$ cat src/rtl/alarm_controller_if.sv
// Alarm controller signal bundle.
// master = time/button source, slave = alarm_controller.
interface alarm_controller_if;
    logic        tick_1hz;
    logic [12:0] time_bcd;
    logic        alarm_en;
    logic        set_mode;
    logic        btn_hour;
    logic        btn_min;
    logic        btn_stop;
    logic        btn_snooze;
    logic [12:0] alarm_bcd;
    logic [1:0]  state;
    logic        buzzer;
    logic        ringing;

    modport master (
        output tick_1hz, time_bcd, alarm_en, set_mode,
        output btn_hour, btn_min, btn_stop, btn_snooze,
        input  alarm_bcd, state, buzzer, ringing
    );

    modport slave (
        input  tick_1hz, time_bcd, alarm_en, set_mode,
        input  btn_hour, btn_min, btn_stop, btn_snooze,
        output alarm_bcd, state, buzzer, ringing
    );
endinterface

$ cat src/rtl/alarm_controller.sv
// Alarm clock controller: BCD alarm-time editing, match trigger, ring/snooze FSM.
// Define ALARM_SNOOZE_EN to compile in the SNOOZE state and 300 s snooze timer.
module alarm_controller (
    input  logic               clk,
    input  logic               reset,
    alarm_controller_if.slave  bus
);
    typedef enum logic [1:0] {
        DISARMED = 2'b00,
        ARMED    = 2'b01,
        RINGING  = 2'b10,
        SNOOZE   = 2'b11
    } state_t;

    state_t      state_q, state_n;
    logic [1:0]  hr_t_q, hr_t_n;
    logic [3:0]  hr_u_q, hr_u_n;
    logic [2:0]  mn_t_q, mn_t_n;
    logic [3:0]  mn_u_q, mn_u_n;
    logic [8:0]  cnt_q, cnt_n;
    logic        phase_q, phase_n;
    logic        buzzer_q;
    logic        match, match_d, trigger;

    assign bus.alarm_bcd = {hr_t_q, hr_u_q, mn_t_q, mn_u_q};
    assign bus.state     = state_q;
    assign bus.ringing   = (state_q == RINGING);
    assign bus.buzzer    = buzzer_q;

    // Rising edge of match only, so a held minute rings once.
    assign match   = (bus.time_bcd == bus.alarm_bcd);
    assign trigger = match & ~match_d & ~bus.set_mode;

`ifndef ALARM_SNOOZE_EN
    logic unused_snooze;
    assign unused_snooze = bus.btn_snooze;
`endif

    always_comb begin
        hr_t_n = hr_t_q;
        hr_u_n = hr_u_q;
        mn_t_n = mn_t_q;
        mn_u_n = mn_u_q;
        if (bus.set_mode && bus.btn_hour) begin
            if (hr_t_q == 2'd2 && hr_u_q == 4'd3) begin
                hr_t_n = 2'd0;
                hr_u_n = 4'd0;
            end else if (hr_u_q == 4'd9) begin
                hr_t_n = hr_t_q + 2'd1;
                hr_u_n = 4'd0;
            end else begin
                hr_u_n = hr_u_q + 4'd1;
            end
        end
        if (bus.set_mode && bus.btn_min) begin
            if (mn_u_q == 4'd9) begin
                mn_u_n = 4'd0;
                mn_t_n = (mn_t_q == 3'd5) ? 3'd0 : mn_t_q + 3'd1;
            end else begin
                mn_u_n = mn_u_q + 4'd1;
            end
        end
    end

    always_comb begin
        state_n = state_q;
        cnt_n   = cnt_q;
        phase_n = phase_q;
        if (!bus.alarm_en) begin
            state_n = DISARMED;
        end else begin
            unique case (state_q)
                DISARMED: state_n = ARMED;
                ARMED: begin
                    if (trigger) begin
                        state_n = RINGING;
                        cnt_n   = 9'd0;
                        phase_n = 1'b1;
                    end
                end
                RINGING: begin
                    if (bus.btn_stop) begin
                        state_n = ARMED;
`ifdef ALARM_SNOOZE_EN
                    end else if (bus.btn_snooze) begin
                        state_n = SNOOZE;
                        cnt_n   = 9'd0;
`endif
                    end else if (bus.tick_1hz) begin
                        phase_n = ~phase_q;
                        if (cnt_q == 9'd59) state_n = ARMED;
                        else                cnt_n   = cnt_q + 9'd1;
                    end
                end
                SNOOZE: begin
`ifdef ALARM_SNOOZE_EN
                    if (bus.btn_stop) begin
                        state_n = ARMED;
                    end else if (bus.tick_1hz) begin
                        if (cnt_q == 9'd299) begin
                            state_n = RINGING;
                            cnt_n   = 9'd0;
                            phase_n = 1'b1;
                        end else begin
                            cnt_n = cnt_q + 9'd1;
                        end
                    end
`else
                    state_n = DISARMED;
`endif
                end
            endcase
        end
    end

    always_ff @(posedge clk or posedge reset) begin
        if (reset) begin
            state_q  <= DISARMED;
            hr_t_q   <= 2'd0;
            hr_u_q   <= 4'd0;
            mn_t_q   <= 3'd0;
            mn_u_q   <= 4'd0;
            cnt_q    <= 9'd0;
            phase_q  <= 1'b0;
            buzzer_q <= 1'b0;
            match_d  <= 1'b1;
        end else begin
            state_q  <= state_n;
            hr_t_q   <= hr_t_n;
            hr_u_q   <= hr_u_n;
            mn_t_q   <= mn_t_n;
            mn_u_q   <= mn_u_n;
            cnt_q    <= cnt_n;
            phase_q  <= phase_n;
            buzzer_q <= (state_n == RINGING) && phase_n;
            match_d  <= match;
        end
    end
endmodule

$ cat src/flat_wrapper.sv
// flat-port wrapper written by rule: the top's interface ports become plain ports
module alarm_controller_flat 
  (clk, reset, bus_tick_1hz, bus_time_bcd, bus_alarm_en, bus_set_mode, bus_btn_hour, bus_btn_min, bus_btn_stop, bus_btn_snooze, bus_alarm_bcd, bus_state, bus_buzzer, bus_ringing);
  alarm_controller_if bus_i ();
  input  logic clk;
  input  logic reset;
  input wire logic [$bits(bus_i.tick_1hz)-1:0] bus_tick_1hz;
  input wire logic [$bits(bus_i.time_bcd)-1:0] bus_time_bcd;
  input wire logic [$bits(bus_i.alarm_en)-1:0] bus_alarm_en;
  input wire logic [$bits(bus_i.set_mode)-1:0] bus_set_mode;
  input wire logic [$bits(bus_i.btn_hour)-1:0] bus_btn_hour;
  input wire logic [$bits(bus_i.btn_min)-1:0] bus_btn_min;
  input wire logic [$bits(bus_i.btn_stop)-1:0] bus_btn_stop;
  input wire logic [$bits(bus_i.btn_snooze)-1:0] bus_btn_snooze;
  output wire logic [$bits(bus_i.alarm_bcd)-1:0] bus_alarm_bcd;
  output wire logic [$bits(bus_i.state)-1:0] bus_state;
  output wire logic [$bits(bus_i.buzzer)-1:0] bus_buzzer;
  output wire logic [$bits(bus_i.ringing)-1:0] bus_ringing;
  assign bus_i.tick_1hz = bus_tick_1hz;
  assign bus_i.time_bcd = bus_time_bcd;
  assign bus_i.alarm_en = bus_alarm_en;
  assign bus_i.set_mode = bus_set_mode;
  assign bus_i.btn_hour = bus_btn_hour;
  assign bus_i.btn_min = bus_btn_min;
  assign bus_i.btn_stop = bus_btn_stop;
  assign bus_i.btn_snooze = bus_btn_snooze;
  assign bus_alarm_bcd = bus_i.alarm_bcd;
  assign bus_state = bus_i.state;
  assign bus_buzzer = bus_i.buzzer;
  assign bus_ringing = bus_i.ringing;
  alarm_controller u_core (.clk(clk), .reset(reset), .bus(bus_i));
endmodule
$ cat config.mk
export PLATFORM = sky130hd
export DESIGN_NAME = alarm_controller_flat
export DESIGN_NICKNAME = d
export VERILOG_FILES = /design/src/rtl/alarm_controller_if.sv /design/src/rtl/alarm_controller.sv /design/src/flat_wrapper.sv
export SDC_FILE = /design/constraint.sdc
export NUM_CORES = 1
export LEC_CHECK = 0
export BUFFER_PORTS_ARGS = -buffer_cell sky130_fd_sc_hd__buf_2
export CORE_AREA = 2 2 67 69
export DETAILED_ROUTE_END_ITERATION = 16
export DIE_AREA = 0 0 69 71
export GPL_TIMING_DRIVEN = 0
export SETUP_SLACK_MARGIN = 0.02
export SLEW_MARGIN = 25
export SYNTH_ARGS = -nofsm -noshare
export SYNTH_HDL_FRONTEND = slang
export SYNTH_SLANG_ARGS = --single-unit
$ cat constraint.sdc
create_clock -name clk -period 4.43 [get_ports clk]
set_input_delay 0.443 -clock clk [delete_from_list [all_inputs] [get_ports clk]]
set_output_delay 0.443 -clock clk [all_outputs]
set_load 0.005 [all_outputs]
==> flow_summary.ini <==
[status]
status = finished clean

[sta]
grt_setup_unrepaired = no
finalClockSkew_ns = 0.00538
slew_headroom_pct = 59.9
hold_slack_ns = 0.221
post-route-period-util_pct = 49.9
fin_crit_ns = 2.21
hold_violations = 0
tns_ns = 0
fmaxAchievable_ghz = 0.452
worstMarginPinSlew_ns = 0.601
finalSetupViolCount = 0
slew_violations = 0

[critical_path]
reg2reg_to = u_core.bus.buzzer
max_stage_delay_ns = 0.44
cp.required_ns = 4.60
crit_fanout = 9
r2r_slack_ns = 2.22
reg2regPathDepth = 7
path_cells = inv_1 -> ha_1 -> clkinv_1 -> a211oi_1 -> o21ai_1 -> a221o_1 -> a2111oi_2
r2r-start = u_core.bus.state[0]
crit_arrival_ns = 2.38
cp-end-kind = register
cp_slowest_cell = dfrtp_1
startpoint_type = register
critical_path_class = reg -> reg

[power]
ir_drop_v = 0.000269
power.density_mw_per_mm2 = 416
p_leak_nw = 0.864
power_mw = 0.809
comb_power_share_pct = 34.4
switching_share_pct = 35.8
p_sw_mw = 0.290
p_int_mw = 0.519
seqPwrFrac_pct = 48.0
clockPowerShare_pct = 17.6

[clocking]
cts.sinks = 27
cts.reportedPaths.clkPinSlew_ns = 0.10
cts-resized-gates = 0
htree_levels = 1
numCtsBuffers = 3
root_buffer = clkbuf_8
clock_latency_ns = 0.28
hold_buffers = 0
cts_tree = yes
postCtsSetupBuffers = 0
clk_path_buf_depth = 2

[logic_synthesis]
async_flop_share_pct = 100
synth_area_per_cell_sq_um = 9.42
synth-seq-cells = 27
syn_area_sq_mm = 0.00165
ys_seq_area_share_pct = 41.1
ys.flop_type = dfrtp_1
synth_edf_count = 0
syn_nets = 201
syn_inst = 175
synth_cell_types = 45
yosys_warnings = 0

[flow_run]
max_cap_viol_count = 0

[layout]
area_delta_synth_final_pct = 18.0
nets = 243
antenna-diode-count = 0
fin_area_sq_mm = 0.00194
n_fill_cell = 430
drive_gt1_share_pct = 25.0
final_cells = 268

[detailed_routing]
ant_nets = 0
drc = 0
routed-via-count = 1404
first_pass_iters = 4
vias_per_cell = 5.24
first_iter_violations = 71
routed_wl_microns = 3450
wl_per_cell_microns = 12.9

[global_routing]
grtUsageTotal_pct = 14.3
grt_max_degree = 28
grt_pass1_vias = 1350
grt_pass1_wl_microns = 5800
antenna_found_initial = 0
grt-ovfl-total = 0

[floorplanning]
die-area_sq_mm = 0.00490
ios = 39
die_w_microns = 69
rows = 24
fp.coreArea_sq_mm = 0.00420
die_y_microns = 71
initial_core_util_pct = 39.2

[placed_design]
hpwl_microns = 2540
place_inst = 264
portBuffers = 37
place_area_sq_mm = 0.00190
routabilityCongestion = 0.732

[min_path]
hold_class = in -> async
[final cells by class]
| type | count | area, sq um | area share [%] |
|---|---|---|---|
| buffer | 5 | 27.5 | 1.42 |
| clock buffer | 3 | 41.3 | 2.12 |
| clock inverter | 1 | 5.00 | 0.257 |
| inverter | 8 | 30.0 | 1.54 |
| multi-input combinational | 135 | 913 | 47.0 |
| sequential | 27 | 677 | 34.8 |
| tap | 52 | 65.1 | 3.35 |
| timing repair buffer | 37 | 185 | 9.52 |
[critical path, delay by kind of cell (launching register included)]
kind	cells	cell delay, ns
AOI/OAI and AO/OA	4	1.05
DFF	1	0.44
buffers and inverters	2	0.38
adders and majority gates	1	0.23
[state kept, by name, summed over array words and instances (netlist names)]
name	flops
u_core.cnt_q	9
u_core.hr_u_q	4
u_core.mn_u_q	4
u_core.mn_t_q	3
u_core.bus.state	2
u_core.hr_t_q	2
u_core.bus.buzzer	1
u_core.match_d	1
u_core.phase_q	1
[cell usage in the layout, fill, tap and decap left out, types with 4 or more instances in the layout]
cell type   n
nor3b_1     4
nor3_1      4
nand2_1    13
o21ai_0     8
o31a_1      7
buf_2      38
a31o_1      6
nand3_1    11
inv_1       6
xnor2_1    18
nand4_1     4
nor2_1     16
a21oi_1     5
dfrtp_1    26
ha_1        4
[synthesized netlist by cell type, types with 2 or more instances]
master | instances | area, sq um
dfrtp_1 | 26 | 651
xnor2_1 | 18 | 158
nor2_1 | 16 | 60.1
nand2_1 | 13 | 48.8
nand3_1 | 11 | 55.1
o21ai_0 | 8 | 40.0
inv_1 | 7 | 26.3
o31a_1 | 7 | 61.3
a31o_1 | 6 | 52.6
a21oi_1 | 5 | 25.0
ha_1 | 4 | 50.1
nand4_1 | 4 | 25.0
nor3_1 | 4 | 20.0
nor3b_1 | 4 | 30.0
a31oi_1 | 3 | 18.8
clkbuf_1 | 3 | 11.3
nor2b_1 | 3 | 18.8
a211oi_1 | 2 | 15.0
and3_1 | 2 | 12.5
nand2b_1 | 2 | 12.5
o21ai_1 | 2 | 10.0
xor2_1 | 2 | 17.5
[routing by layer]
layer	part of all wire (%)	vias to the layer above	wire [microns]	track usage (%)
li1	-	713	-	-
met1	46	644	1590	17.2
met2	48	42	1640	26.1
met3	4.8	5	167	2.28
met4	1.2	0	43	4.58
met5	0	-	0	0
[worst max path at each step]
stage,from,endpoint,slack (ns)
4_1_cts,u_core.bus.state[0],u_core.bus.buzzer,2.21
5_1_grt,u_core.bus.state[0],u_core.bus.buzzer,2.00
2_1_floorplan,u_core.bus.state[0],u_core.bus.buzzer,2.49
6_report,u_core.bus.state[0],u_core.bus.buzzer,2.22
3_3_place_gp,u_core.bus.state[0],u_core.bus.buzzer,2.22
3_5_place_dp,u_core.bus.state[0],u_core.bus.buzzer,2.24
[through the flow]
step / setup WS, ns / utilization (%)
global route: 2.00 / 46.3
CTS: 2.21 / 46.3
global placement: 2.22 / 45.1
finish: 2.22 / 46.3
floorplan: 2.49 / -
detailed placement: 2.24 / 45.1
[power groups by stage]
stage	clock network, mW	logic (mW)	registers [mW]
global placement	0	0.279	0.397
detailed placement	0	0.283	0.394
global route	0.162	0.312	0.404
floorplan	0	0.184	0.384
CTS	0.154	0.284	0.391
finish	0.143	0.278	0.389
[cells by family (layout without fill, tap and decap cells)]
logic type,Yosys count,after routing,synth area share (%)
xor+xnor,20,20,10.6
simple gates,67,67,21.9
buf+inv,13,54,3.49
mux,1,1,0.683
fa+ha+maj,4,4,3.04
flops,27,27,41.1
compound gates,43,43,19.1
Note: power is estimated with default switching activity, not from simulation.
